===== src/rtl/design_sel_ctrl.sv =====
// Project-switch sequencer: synchronizes and debounces the pad design select,
// then runs a blank / reset / release sequence before the mux follows it.
module design_sel_ctrl #(
   parameter int STABLE_CYCLES = 8,
   parameter int SETTLE_CYCLES = 4,
   parameter int RST_CYCLES    = 16
) (
   input  logic       clk,
   input  logic       rst,
   input  logic [2:0] design_sel_pad,
   input  logic       soft_rst_pad,
   output logic [2:0] design_sel_out,
   output logic       proj_rst,
   output logic       mux_blank,
   output logic       busy,
   output logic       switch_done
);

   localparam int CNT_W  = (STABLE_CYCLES > 1) ? $clog2(STABLE_CYCLES) : 1;
   localparam int PH_MAX = (SETTLE_CYCLES > RST_CYCLES) ? SETTLE_CYCLES : RST_CYCLES;
   localparam int PH_W   = (PH_MAX > 1) ? $clog2(PH_MAX) : 1;

   localparam logic [CNT_W-1:0] CNT_LAST    = CNT_W'(STABLE_CYCLES - 1);
   localparam logic [PH_W-1:0]  SETTLE_LOAD = PH_W'(SETTLE_CYCLES - 1);
   localparam logic [PH_W-1:0]  RST_LOAD    = PH_W'(RST_CYCLES - 1);

   typedef enum logic [1:0] {S_IDLE, S_BLANK, S_RESET, S_RELEASE} state_t;

   logic [2:0]       sel_meta, sel_sync;
   logic             soft_meta, soft_sync, soft_sync_q;
   logic [2:0]       cand;
   logic [CNT_W-1:0] cnt;
   logic             stable, soft_edge;

   state_t           state, state_nxt;
   logic [PH_W-1:0]  ph, ph_nxt;
   logic [2:0]       target, target_nxt, sel_nxt;
   logic             done_nxt;

   // NOTE: sequential state uses non-blocking assignments so every flop
   // samples pre-edge values regardless of process evaluation order.
   always_ff @(posedge clk or posedge rst) begin
      if (rst) begin
         sel_meta    <= '0;
         sel_sync    <= '0;
         soft_meta   <= 1'b0;
         soft_sync   <= 1'b0;
         soft_sync_q <= 1'b0;
      end else begin
         sel_meta    <= design_sel_pad;
         sel_sync    <= sel_meta;
         soft_meta   <= soft_rst_pad;
         soft_sync   <= soft_meta;
         soft_sync_q <= soft_sync;
      end
   end

   always_ff @(posedge clk or posedge rst) begin
      if (rst) begin
         cand <= '0;
         cnt  <= '0;
      end else if (sel_sync != cand) begin
         cand <= sel_sync;
         cnt  <= '0;
      end else if (cnt != CNT_LAST) begin
         cnt <= cnt + CNT_W'(1);
      end
   end

   assign stable    = (sel_sync == cand) && (cnt == CNT_LAST);
   assign soft_edge = soft_sync & ~soft_sync_q;

   // NOTE: every always_comb output gets a default first so no path leaves
   // a signal unassigned, which would otherwise infer a latch.
   always_comb begin
      state_nxt  = state;
      ph_nxt     = ph;
      target_nxt = target;
      sel_nxt    = design_sel_out;
      done_nxt   = 1'b0;
      unique case (state)
         S_IDLE: begin
            if (stable && (cand != design_sel_out)) begin
               target_nxt = cand;
               state_nxt  = S_BLANK;
               ph_nxt     = SETTLE_LOAD;
            end else if (soft_edge) begin
               target_nxt = design_sel_out;
               state_nxt  = S_BLANK;
               ph_nxt     = SETTLE_LOAD;
            end
         end
         S_BLANK: begin
            if (ph == '0) begin
               state_nxt = S_RESET;
               ph_nxt    = RST_LOAD;
               sel_nxt   = target;
            end else begin
               ph_nxt = ph - PH_W'(1);
            end
         end
         S_RESET: begin
            if (ph == '0) begin
               state_nxt = S_RELEASE;
               ph_nxt    = SETTLE_LOAD;
            end else begin
               ph_nxt = ph - PH_W'(1);
            end
         end
         S_RELEASE: begin
            if (ph == '0) begin
               state_nxt = S_IDLE;
               ph_nxt    = '0;
               done_nxt  = 1'b1;
            end else begin
               ph_nxt = ph - PH_W'(1);
            end
         end
         default: state_nxt = S_IDLE;
      endcase
   end

   // Outputs are decoded from the next state into flops so pads see no glitches.
   always_ff @(posedge clk or posedge rst) begin
      if (rst) begin
         state          <= S_RESET;
         ph             <= RST_LOAD;
         target         <= '0;
         design_sel_out <= '0;
         proj_rst       <= 1'b1;
         mux_blank      <= 1'b1;
         busy           <= 1'b1;
         switch_done    <= 1'b0;
      end else begin
         state          <= state_nxt;
         ph             <= ph_nxt;
         target         <= target_nxt;
         design_sel_out <= sel_nxt;
         proj_rst       <= (state_nxt == S_RESET);
         mux_blank      <= (state_nxt != S_IDLE);
         busy           <= (state_nxt != S_IDLE);
         switch_done    <= done_nxt;
      end
   end

endmodule


===== config.mk =====
export PLATFORM = sky130hd
export DESIGN_NAME = design_sel_ctrl
export DESIGN_NICKNAME = d
export VERILOG_FILES = /design/src/rtl/design_sel_ctrl.sv
export SDC_FILE = /design/constraint.sdc
export NUM_CORES = 1
export LEC_CHECK = 0
export ABC_AREA = 1
export BUFFER_PORTS_ARGS = -buffer_cell sky130_fd_sc_hd__buf_2
export CAP_MARGIN = 10
export CORE_UTILIZATION = 55
export DETAILED_ROUTE_END_ITERATION = 7
export PLACE_DENSITY_LB_ADDON = 0.15
export SETUP_SLACK_MARGIN = 0.4
export SYNTH_ARGS = -nofsm -noshare
export SYNTH_HDL_FRONTEND = slang
export SYNTH_SLANG_ARGS = --single-unit
export TNS_END_PERCENT = 100

===== constraint.sdc =====
create_clock -name clk -period 2.4 [get_ports clk]
set_input_delay 0.12 -clock clk [delete_from_list [all_inputs] [get_ports clk]]
set_output_delay 0.12 -clock clk [all_outputs]
set_load 0.02 [all_outputs]

=== Word level (Yosys, flattened, before mapping) ===
Cells that the tools add are included.

* Flip-flop bits (word level): 30
* Bits in latches: 0
* Memory bits (writable): 0
* Memory bits (read-only): 0
* Output and inout bits: 7
* Word-level logic and storage cells: 55
* Memories: 0

* Add/sub/neg operators: 2
* $mul: 0
* Div/mod/pow operators: 0
* Magnitude comparators: 0
* Eq/ne operators: 10
* Shift-type cells: 0
* Multiplexer cells: 18
* Bitwise logic cells: 2
* Reductions and logical operators: 9

{| class="wikitable"
|+ Operators with widths
! operator !! count
|-
| 4-bit two-way mux || 5
|-
| 4-bit one-hot mux with 4 select lines || 1
|-
| 3-bit two-way mux || 4
|-
| 2-bit two-way mux || 5
|-
| 2-bit one-hot mux with 4 select lines || 1
|-
| 2-bit equality test (second input constant) || 3
|-
| 3-bit != test || 2
|-
| 3-bit != test (second input constant) || 2
|-
| 2-bit nonzero test || 3
|-
| 4-bit logical NOT || 1
|-
| 2-bit AND reduction || 2
|-
| 4-bit by 1-bit subtractor with 4-bit output (second input constant) || 1
|-
| 3-bit by 1-bit adder with 3-bit output (second input constant) || 1
|-
| 3-bit equality test || 1
|-
| 3-bit equality test (second input constant) || 1
|-
| 2-bit by 1-bit equality test with 1-bit output (second input constant) || 1
|-
| 1-bit logical AND || 2
|-
| 2-bit logical NOT || 1
|-
| 1-bit two-way mux || 2
|-
| 1-bit bitwise AND || 1
|-
| 1-bit NOT || 1
|}

=== Longest topological paths before layout ===
Gate-level depths: netlist of run 1.

* Depth after elaboration: 6
* Mapped depth: 10
* Mapped depth without buffers: 10

=== Worst setup path before layout of run 1 ===
OpenSTA, ideal clock, no wires.

* Path kind: register to register
* Start point: register cnt[0]
* End point: register target[0]
* Setup time: 0.117 ns
* Arrival: 1.285 ns
* Slack: 0.997 ns
* Stages on the path, launching flop included: 9
* Period minus slack after synthesis: 1.403 ns
* Cells stage by stage: dfrtp_1 -> ha_1 -> ha_1 -> clkbuf_1 -> nand3_4 -> nand2_4 -> nand2_4 -> nand2_1 -> nand2_1

* Cells in the longest elaborated chain, start to end: 5
* Elaborated cells on any way between the ends: 6
* Those cells by class: eq/ne: 1; mux: 1; reduce/logical: 4

{| class="wikitable"
|+ RTL lines
! element !! RTL line !! source
|-
| start: declaration || 32 || <nowiki>logic [CNT_W-1:0] cnt;</nowiki>
|-
| start signal: assignment || 66 || <nowiki>cnt <= cnt + CNT_W'(1);</nowiki>
|-
| 3-bit equality test (*) || 70 || <nowiki>assign stable = (sel_sync == cand) && (cnt == CNT_LAST);</nowiki>
|-
| 1-bit logical AND (*) || 70 ||
|-
| 1-bit logical AND (*) || 83 || <nowiki>if (stable && (cand != design_sel_out)) begin</nowiki>
|-
| 2-bit nonzero test (no source line) || - ||
|-
| 2-bit AND reduction (no source line) || - ||
|-
| end signal: assignment || 137 || <nowiki>target <= target_nxt;</nowiki>
|-
| end: declaration || 37 || <nowiki>logic [2:0] target, target_nxt, sel_nxt;</nowiki>
|}

Every way passes the cells marked *; elsewhere a longest branch is shown, timed or not.
A chain may end at the register's enable or synchronous reset.

=== Worst setup path in the final report of run 1 ===
* Start point: register cnt[0]
* End point: register ph[3]

* Cells in the longest elaborated chain, start to end: 5
* Elaborated cells on any way between the ends: 6
* Those cells by class: eq/ne: 2; mux: 2; reduce/logical: 2

{| class="wikitable"
|+ RTL lines
! element !! RTL line !! source
|-
| 3-bit equality test (*) || 70 ||
|-
| 1-bit logical AND (*) || 70 ||
|-
| 1-bit logical AND (*) || 83 ||
|-
| 4-bit two-way mux || 83 ||
|-
| 4-bit one-hot mux with 4 select lines || 81 || <nowiki>unique case (state)</nowiki>
|-
| end signal: assignment || 136 || <nowiki>ph <= ph_nxt;</nowiki>
|-
| end: declaration || 36 || <nowiki>logic [PH_W-1:0] ph, ph_nxt;</nowiki>
|}

Marked as above.

==> results of run 1 <==
[final cells by class]
cell class	count	area [um^2]	area share [%]
well taps	30	37.5	2.29
flip-flops and latches	30	759	46.4
inverters	24	90.1	5.50
repair buffers	18	118	7.19
multi-input cells	98	553	33.8
clock buffers	8	78.8	4.82
[cells by family after synthesis]
logic type,after synthesis,share of synthesized area (%)
buffers and inverters,29,7.90
and+or+nand+nor,73,26.3
DFF,30,53.3
adders and majority gates,2,1.76
xor gates and xnor gates,4,2.46
AOI/OAI and AO/OA,19,8.25
[placed cells by master, fill, tap and decap left out, types with 3 or more instances in the layout]
| master | netlist | routed |
|---|---|---|
| a21oi_1 | 5 | 5 |
| buf_2 | 0 | 12 |
| clkbuf_4 | 0 | 5 |
| clkbuf_8 | 0 | 3 |
| dfrtp_1 | 23 | 23 |
| dfstp_2 | 7 | 7 |
| dlygate4sd3_1 | 0 | 5 |
| inv_1 | 23 | 23 |
| nand2_1 | 49 | 49 |
| nand3_1 | 8 | 8 |
| nor2_1 | 4 | 4 |
| nor2_4 | 3 | 3 |
| o21ai_0 | 9 | 9 |
| xor2_1 | 3 | 3 |
[flip-flops by register name, summed over array words and instances, names as in the netlist, 2 cells and up]
signal,cells
sel_sync,3
sel_meta,3
ph,4
cand,3
target,3
design_sel_out,3
cnt,3
state,2
[worst max-delay path, cell delays in order (launching register included)]
cell     delay [ns]
dfrtp_1        0.40
ha_1           0.21
ha_1           0.31
nand3_4        0.14
nand3_2        0.11
o21ai_0        0.18
[path summary, 6_finish.rpt]
path	startpoint	end	slack [ns]	depth (start not counted)
worst max-delay path	cnt[0]	ph[3]	0.97	5
worst max register to register	cnt[0]	ph[3]	0.97	5
min in group asynchronous	rst	cand[2]	0.40	4
max in group asynchronous	rst	ph[3]	1.67	4
worst min register to register	sel_meta[2]	sel_sync[2]	0.35	0
worst min-delay path	sel_meta[2]	sel_sync[2]	0.35	0
[layer usage]
layer | part of all wire, % | track usage (%) | wire length [um] | vias up
li1 | - | - | - | 524
met1 | 48 | 26.3 | 1140 | 465
met2 | 46 | 32.3 | 1090 | 15
met3 | 3.4 | 8.62 | 79 | 6
met4 | 2.2 | 10.5 | 51 | 0
met5 | 0 | 0 | 0 | -
[metrics by stage]
step / cells / worst slack, ns / util, %
after CTS: 208 / 0.973 / 66.7
after floorplan: 157 / 0.997 / -
after global routing: 208 / 0.850 / 66.7
after global placement: 195 / 1.04 / 61.4
final: 208 / 0.969 / 66.7
after detailed placement: 195 / 0.978 / 61.4
[where the power goes]
group | switching (W) | internal (W)
sequential | 0.0000873 | 0.000621
clock | 0.000169 | 0.000200
combinational | 0.000350 | 0.000193
==> flow_metrics.env, run 1 <==
export IMPL_drt_total_wl_um=2360
export IMPL_cts_tree="yes"
export IMPL_synth_common_cells="nand2_1, dfrtp_1, inv_1"
export IMPL_grt_overflow=0
export IMPL_grt_pass1_wl_um=4040
export IMPL_antenna_cells=0
export IMPL_maxCapViolations=0
export IMPL_outcome="finished clean"
export IMPL_criticalPathCategory="flip-flop to flip-flop"
export IMPL_die_area_um2=2800
export IMPL_synth_top_cell_area_share_pct=40.4
export IMPL_irDropWorstVdd_uv=767
export IMPL_cts_buffer_depth=2
export IMPL_antenna_found_initial=0
export IMPL_clk_latency_ns=0.33
export IMPL_synth_seq_cells=30
export IMPL_dr_pass1_iters=4
export IMPL_antenna_left=0
export IMPL_first_global_vias=966
export IMPL_vias=1010
export IMPL_finalInstanceArea_um2=1640
export IMPL_final_nets=185
export IMPL_die_w_um=52.9
export IMPL_netlist_area_um2=1430
export IMPL_dp_hpwl_um=1670
export IMPL_rsz0062_at_grt="false"
export IMPL_powerDensity_nw_per_um2=990
export IMPL_crit_required_ns=2.65
export IMPL_skew_ns=0.0146
export IMPL_cts_sinks=30
export IMPL_worstSetupEndpointType="flip-flop"
export IMPL_finalMaxSlewViolations=0
export IMPL_portBuffers=12
export IMPL_start_kind="flip-flop"
export IMPL_power_leakage_nw=0.831
export IMPL_synth_most_common_cell="nand2_1"
export IMPL_vias_per_cell=4.86
export IMPL_cts_max_level=2
export IMPL_gr_usage_all_layers_pct=21.4
export IMPL_drt_iter0_markers=21
export IMPL_drc=0
export IMPL_post_route_period_util_pct=59.6
export IMPL_gp_congestion=0.771
export IMPL_pin_count=13
export IMPL_yosys_most_used_dff="dfrtp_1"
export IMPL_fin_hold_ws_ns=0.354
export IMPL_synth_area_leader_cell="dfrtp_1"
export IMPL_max_freq_mhz=699
export IMPL_synth_area_leaders="dfrtp_1, dfstp_2, nand2_1"
export IMPL_yosys_warnings=0
export IMPL_n_fill_cell=200
export IMPL_critPathArrivalTime_ns=1.68
export IMPL_ctsHoldBuffers=5
export IMPL_post_cts_setup_buffers=0
export IMPL_grt_max_degree=31
export IMPL_synthDistinctLibCells=27
export IMPL_slew_headroom_pct=75.6
export IMPL_async_flop_share_pct=100
export IMPL_tns_ns=0
export IMPL_die_h_um=52.9
export IMPL_finalHoldViolCount=0
export IMPL_hold_class="flip-flop to flip-flop"
export IMPL_syn_nets=165
export IMPL_drive_gt1_share_pct=23.0
export IMPL_worst_pin_slew_ns=0.366
export IMPL_finalPower_w=0.00162
export IMPL_fin_crit_ns=1.43
export IMPL_cts_resized=0
export IMPL_clk_pin_slew_ns=0.08
export IMPL_syn_to_final_growth_pct=14.8
export IMPL_syn_inst=157
export IMPL_wl_per_cell_um=11.3
export IMPL_syn_area_per_cell_um2=9.08
export IMPL_core_area_um2=2450
export IMPL_start_util_pct=58.1
export IMPL_worstPathMaxFanout=9
export IMPL_synth_edff_count=0
export IMPL_place_area_um2=1510
export IMPL_ys_seq_area_share_pct=53.3
export IMPL_cts_root_buf="clkbuf_4"
export IMPL_rows=18
export IMPL_setup_viol=0
export IMPL_cts_buffers_inserted=5
No activity file was read; power rests on OpenSTA's default activity.
==> inputs of run 2 (changes only) <==
Settings changed: CORE_UTILIZATION 55 to 52.
Clock period 2.4 ns to 1.2 ns, I/O delays scaled along.
==> flow_metrics.env, run 2 (synthesis results as in run 1) <==
export IMPL_powerDensity_nw_per_um2=1850
export IMPL_die_w_um=54.4
export IMPL_p_comb_share_pct=44.6
export IMPL_rsz0062_at_grt="true"
export IMPL_antenna_left=0
export IMPL_place_area_um2=1650
export IMPL_violations="setup timing"
export IMPL_seq_area_um2=759
export IMPL_final_nets=209
export IMPL_hold_class="input port to asynchronous set/reset pin"
export IMPL_worstPathMaxFanout=5
export IMPL_internal_power_w=0.00215
export IMPL_drt_total_wl_um=2810
export IMPL_post_route_period_util_pct=111
export IMPL_drc=0
export IMPL_irDropWorstVdd_uv=1920
export IMPL_antenna_cells=0
export IMPL_finalInstanceArea_um2=1890
export IMPL_setup_slack_ns=-0.134
export IMPL_clk_latency_ns=0.32
export IMPL_die_area_um2=2950
export IMPL_place_inst=212
export IMPL_vias=1154
export IMPL_criticalPathCategory="flip-flop to flip-flop"
export IMPL_die_h_um=54.4
export IMPL_layout_cells_non_filler=232
export IMPL_slew_headroom_pct=75.9
export IMPL_r2r_cells=10
export IMPL_use_met1_pct=26.9
export IMPL_met3_usage_pct=5.00
export IMPL_power_leakage_nw=0.942
export IMPL_gp_congestion=0.851
export IMPL_largest_register="ph"
export IMPL_r2r_end="target[0]"
export IMPL_grt_pass1_wl_um=4330
export IMPL_met2_usage_pct=34.1
export IMPL_finalHoldViolCount=0
export IMPL_mostFrequentLayoutCells="nand2_1, buf_4, dfrtp_1"
export IMPL_outcome="finished, violations left"
export IMPL_drt_iter0_markers=30
export IMPL_start_kind="flip-flop"
export IMPL_crit_required_ns=1.42
export IMPL_drive_gt1_share_pct=42.1
export IMPL_clkPwrFrac_pct=16.1
export IMPL_finalPower_w=0.00350
export IMPL_vias_per_cell=4.97
export IMPL_crit_path_start="cand[0]"
export IMPL_multi_input_area_um2=609
export IMPL_worstSetupEndpointType="flip-flop"
export IMPL_seq_power_share_pct=39.3
export IMPL_syn_to_final_growth_pct=32.6
export IMPL_maxCapViolations=0
export IMPL_cts_max_level=2
export IMPL_critPathCapture="target[0]"
export IMPL_reg2reg_slack_ns=-0.13
export IMPL_grt_max_degree=31
export IMPL_cts_tree="yes"
export IMPL_finalMaxSlewViolations=0
export IMPL_worst_pin_slew_ns=0.361
export IMPL_cts_root_buf="clkbuf_4"
export IMPL_rows=18
export IMPL_portBuffers=12
export IMPL_reg2reg_from="cand[0]"
export IMPL_clk_pin_slew_ns=0.09
export IMPL_max_freq_mhz=750
export IMPL_gr_usage_all_layers_pct=21.3
export IMPL_cts_buffer_depth=2
export IMPL_first_global_vias=1049
export IMPL_n_fill_cell=189
export IMPL_dp_hpwl_um=1760
export IMPL_grt_overflow=0
export IMPL_start_util_pct=56.5
export IMPL_pin_count=13
export IMPL_grt_busiest_layer="met2"
export IMPL_fin_crit_ns=1.33
export IMPL_cts_buffers_inserted=5
export IMPL_final_common_cell="nand2_1"
export IMPL_largest_reg_flops=4
export IMPL_skew_ns=0.00855
export IMPL_p_sw_share_pct=38.6
export IMPL_antenna_found_initial=0
export IMPL_p_switching_w=0.00135
export IMPL_dr_pass1_iters=4
export IMPL_cts_sinks=30
export IMPL_critPathArrivalTime_ns=1.56
export IMPL_setup_viol=15
export IMPL_wl_per_cell_um=12.1
export IMPL_core_area_um2=2520
## run 2: cell types whose count changed in the layout (fill, tap and decap cells not counted), moves of 3 or more
cell	before	now
inv_1	23	18
buf_2	12	5
nand2_1	49	40
inv_2	1	6
buf_4	1	25
nand2_2	1	10
buf_6	0	7
o21ai_0	9	3
o21ai_1	1	5
clkbuf_8	3	0
## run 2: cell type report
cell class                      count  area share (%)
Clock buffer                        6            2.19
Inverter                           24            4.77
Timing Repair Buffer               42            18.1
Multi-Input combinational cell     98            32.3
Clock inverter                      2           0.530
Tap cell                           30            1.99
Sequential cell                    30            40.2
## run 2: worst min path at each step
stage | startpoint | endpoint | slack [ns] | cells after the start
2_1_floorplan | design_sel_pad[0] | sel_meta[0] | 0.09 | 0
3_3_place_gp | rst | state[0] | 0.14 | 3
3_5_place_dp | rst | soft_meta | 0.15 | 3
4_1_cts | rst | sel_sync[2] | 0.34 | 4
5_1_grt | rst | sel_sync[2] | 0.36 | 4
6_report | rst | soft_meta | 0.33 | 4
## run 2: per-stage QoR
| stage | worst slack [ns] | hold WS [ns] | util (%) | setup TNS, ns |
|---|---|---|---|---|
| global route | -0.255 | 0.356 | 74.9 | -2.67 |
| detailed placement | -0.0988 | 0.146 | 65.4 | -0.619 |
| floorplan | -0.0512 | 0.0914 | - | -0.362 |
| finish | -0.134 | 0.330 | 74.9 | -0.980 |
| CTS | -0.124 | 0.337 | 71.7 | -0.883 |
| global placement | -0.0896 | 0.141 | 65.4 | -0.368 |
## run 2: what timing repair did
item,4_1_cts,5_1_grt
setup endpoints to repair,25,25
resized for setup,19,13
hold buffers,5,0
hold endpoints to repair,27,0
pin swaps,4,17
buffers inserted,1,6
## run 2: power by group through the flow
stage | Clock (W) | Sequential, W | Combinational (W)
floorplan | 0 | 0.00145 | 0.000877
global placement | 0 | 0.00139 | 0.00128
detailed placement | 0 | 0.00139 | 0.00131
CTS | 0.000585 | 0.00139 | 0.00141
global route | 0.000628 | 0.00140 | 0.00172
finish | 0.000562 | 0.00138 | 0.00156
## run 2: worst max-delay path, cell delays in order, from the launching register on
cell and delay, ns:
dfrtp_1 0.42, inv_2 0.08, nand2_2 0.05, nand2_2 0.06, nand2_2 0.07, nor2_4 0.14
nand3_4 0.11, nand2_4 0.11, nand2_4 0.07, nand2_2 0.07, nand2_1 0.04
## run 2: metal layers
metal	part of all wire [%]	wire length, um
met1	45	1270
met2	48	1350
met3	4.1	115
met4	2.3	65
met5	0	0
==> inputs of run 3 (changes only) <==
Settings changed: GPL_ROUTABILITY_DRIVEN from default to 0, SKIP_LAST_GASP from default to 1.
==> flow_metrics.env, run 3 (synthesis results as in run 1) <==
export IMPL_final_nets=208
export IMPL_slew_headroom_pct=75.9
export IMPL_rows=18
export IMPL_finalMaxSlewViolations=0
export IMPL_crit_required_ns=1.42
export IMPL_irDropWorstVdd_uv=1910
export IMPL_worstPathMaxFanout=5
export IMPL_syn_to_final_growth_pct=31.1
export IMPL_worst_pin_slew_ns=0.361
export IMPL_grt_max_degree=31
export IMPL_portBuffers=12
export IMPL_die_area_um2=2950
export IMPL_worstSetupEndpointType="flip-flop"
export IMPL_cts_buffer_depth=2
export IMPL_largest_register="ph"
export IMPL_first_global_vias=1049
export IMPL_vias_per_cell=4.92
export IMPL_maxCapViolations=0
export IMPL_mostFrequentLayoutCells="nand2_1, dfrtp_1, buf_4"
export IMPL_clk_latency_ns=0.32
export IMPL_max_freq_mhz=760
export IMPL_final_common_cell="nand2_1"
export IMPL_criticalPathCategory="flip-flop to flip-flop"
export IMPL_antenna_left=0
export IMPL_cp_common_cell="nand2_2"
export IMPL_vias=1136
export IMPL_cpMaxStageDelayCell="dfrtp_1"
export IMPL_place_area_um2=1650
export IMPL_multi_input_area_um2=604
export IMPL_skew_ns=0.00915
export IMPL_cts_root_buf="clkbuf_4"
export IMPL_drive_gt1_share_pct=40.8
export IMPL_drt_total_wl_um=2660
export IMPL_largest_reg_flops=4
export IMPL_grt_overflow=0
export IMPL_antenna_found_initial=0
export IMPL_cts_buffers_inserted=5
export IMPL_hold_class="input port to asynchronous set/reset pin"
export IMPL_dr_pass1_iters=4
export IMPL_finalInstanceArea_um2=1870
export IMPL_setup_slack_ns=-0.117
export IMPL_power_leakage_nw=0.937
export IMPL_grt_pass1_wl_um=4320
export IMPL_antenna_cells=0
export IMPL_die_h_um=54.4
export IMPL_dp_hpwl_um=1760
export IMPL_drc=0
export IMPL_post_route_period_util_pct=110
export IMPL_drt_iter0_markers=33
export IMPL_start_util_pct=56.5
export IMPL_wl_per_cell_um=11.5
export IMPL_seq_area_um2=759
export IMPL_gr_usage_all_layers_pct=21.3
export IMPL_cts_tree="yes"
export IMPL_tns_ns=-0.825
export IMPL_die_w_um=54.4
export IMPL_core_area_um2=2520
export IMPL_cts_max_level=2
export IMPL_finalHoldViolCount=0
export IMPL_outcome="finished, violations left"
export IMPL_fin_crit_ns=1.32
export IMPL_pin_count=13
export IMPL_path_cells="inv_2, nand2_2, nand2_2, nand2_2, nor2_4, nand3_4, nand2_4, nand2_4, nand2_2, nand2_1"
export IMPL_cts_sinks=30
export IMPL_critPathArrivalTime_ns=1.54
export IMPL_start_kind="flip-flop"
export IMPL_max_stage_delay_ns=0.42
export IMPL_clk_pin_slew_ns=0.09
export IMPL_setup_viol=14
export IMPL_rsz0062_at_grt="true"
export IMPL_n_fill_cell=188
export IMPL_powerDensity_nw_per_um2=1850
export IMPL_violations="setup timing"
run 3: changes by cell type in the layout (fill, tap and decap cells not counted), sizes merged:
cell	previous run	this run
buf	37	36
run 3: timing repair:
item                       4_1_cts  5_1_grt
setup endpoints to repair       25       25
hold buffers                     5        0
pin swaps                        4       19
setup buffers                    1        5
gates resized for setup         17       10
hold endpoints to repair        27        0
run 3: critical path, delay by kind of cell, from the launching register on:
family                 cells  cell delay [ns]
buffers and inverters      1             0.08
and+or+nand+nor            9             0.72
DFF                        1             0.42
run 3: final timing paths:
check | from | slack (ns) | cells after the start | endpoint
worst max-delay path | cand[0] | -0.12 | 10 | target[0]
worst min-delay path | rst | 0.33 | 4 | soft_meta
worst max register to register | cand[0] | -0.12 | 10 | target[0]
worst min register to register | sel_meta[1] | 0.36 | 0 | sel_sync[1]
max in group asynchronous | rst | 0.56 | 4 | ph[3]
min in group clk | sel_meta[1] | 0.36 | 0 | sel_sync[1]
run 3: final cells by class:
cell class / instances / share of cell area (%)
flip-flops and latches: 30 / 40.7
clock buffers: 6 / 2.21
clock inverters: 2 / 0.536
repair buffers: 41 / 17.4
inverters: 24 / 4.82
well taps: 30 / 2.01
multi-input cells: 98 / 32.4
run 3: report_power, final:
group | switching (W) | total, W | internal [W]
Combinational | 0.000853 | 0.00152 | 0.000669
Clock | 0.000340 | 0.000563 | 0.000223
Sequential | 0.000134 | 0.00137 | 0.00124
Total | 0.00133 | 0.00346 | 0.00213
run 3: through the flow:
| step | util [%] | hold slack, ns | setup slack [ns] | std cells | total power (W) |
|---|---|---|---|---|---|
| 4_1_cts | 71.6 | 0.337 | -0.124 | 226 | 0.00338 |
| 5_1_grt | 74.1 | 0.356 | -0.218 | 231 | 0.00372 |
| 3_3_place_gp | 65.4 | 0.141 | -0.0896 | 212 | 0.00267 |
| 3_5_place_dp | 65.4 | 0.146 | -0.0988 | 212 | 0.00270 |
| 6_report | 74.1 | 0.330 | -0.117 | 231 | 0.00346 |
| 2_1_floorplan | - | 0.0914 | -0.0512 | 157 | 0.00232 |
run 3: routing by layer:
metal  vias to the layer above  GRT usage [%]  share of wire, %
li1                        573              -                 -
met1                       527           26.7                46
met2                        29           34.1                48
met3                         7           5.00               3.8
met4                         0           10.3               1.7
met5                         -              0                 0
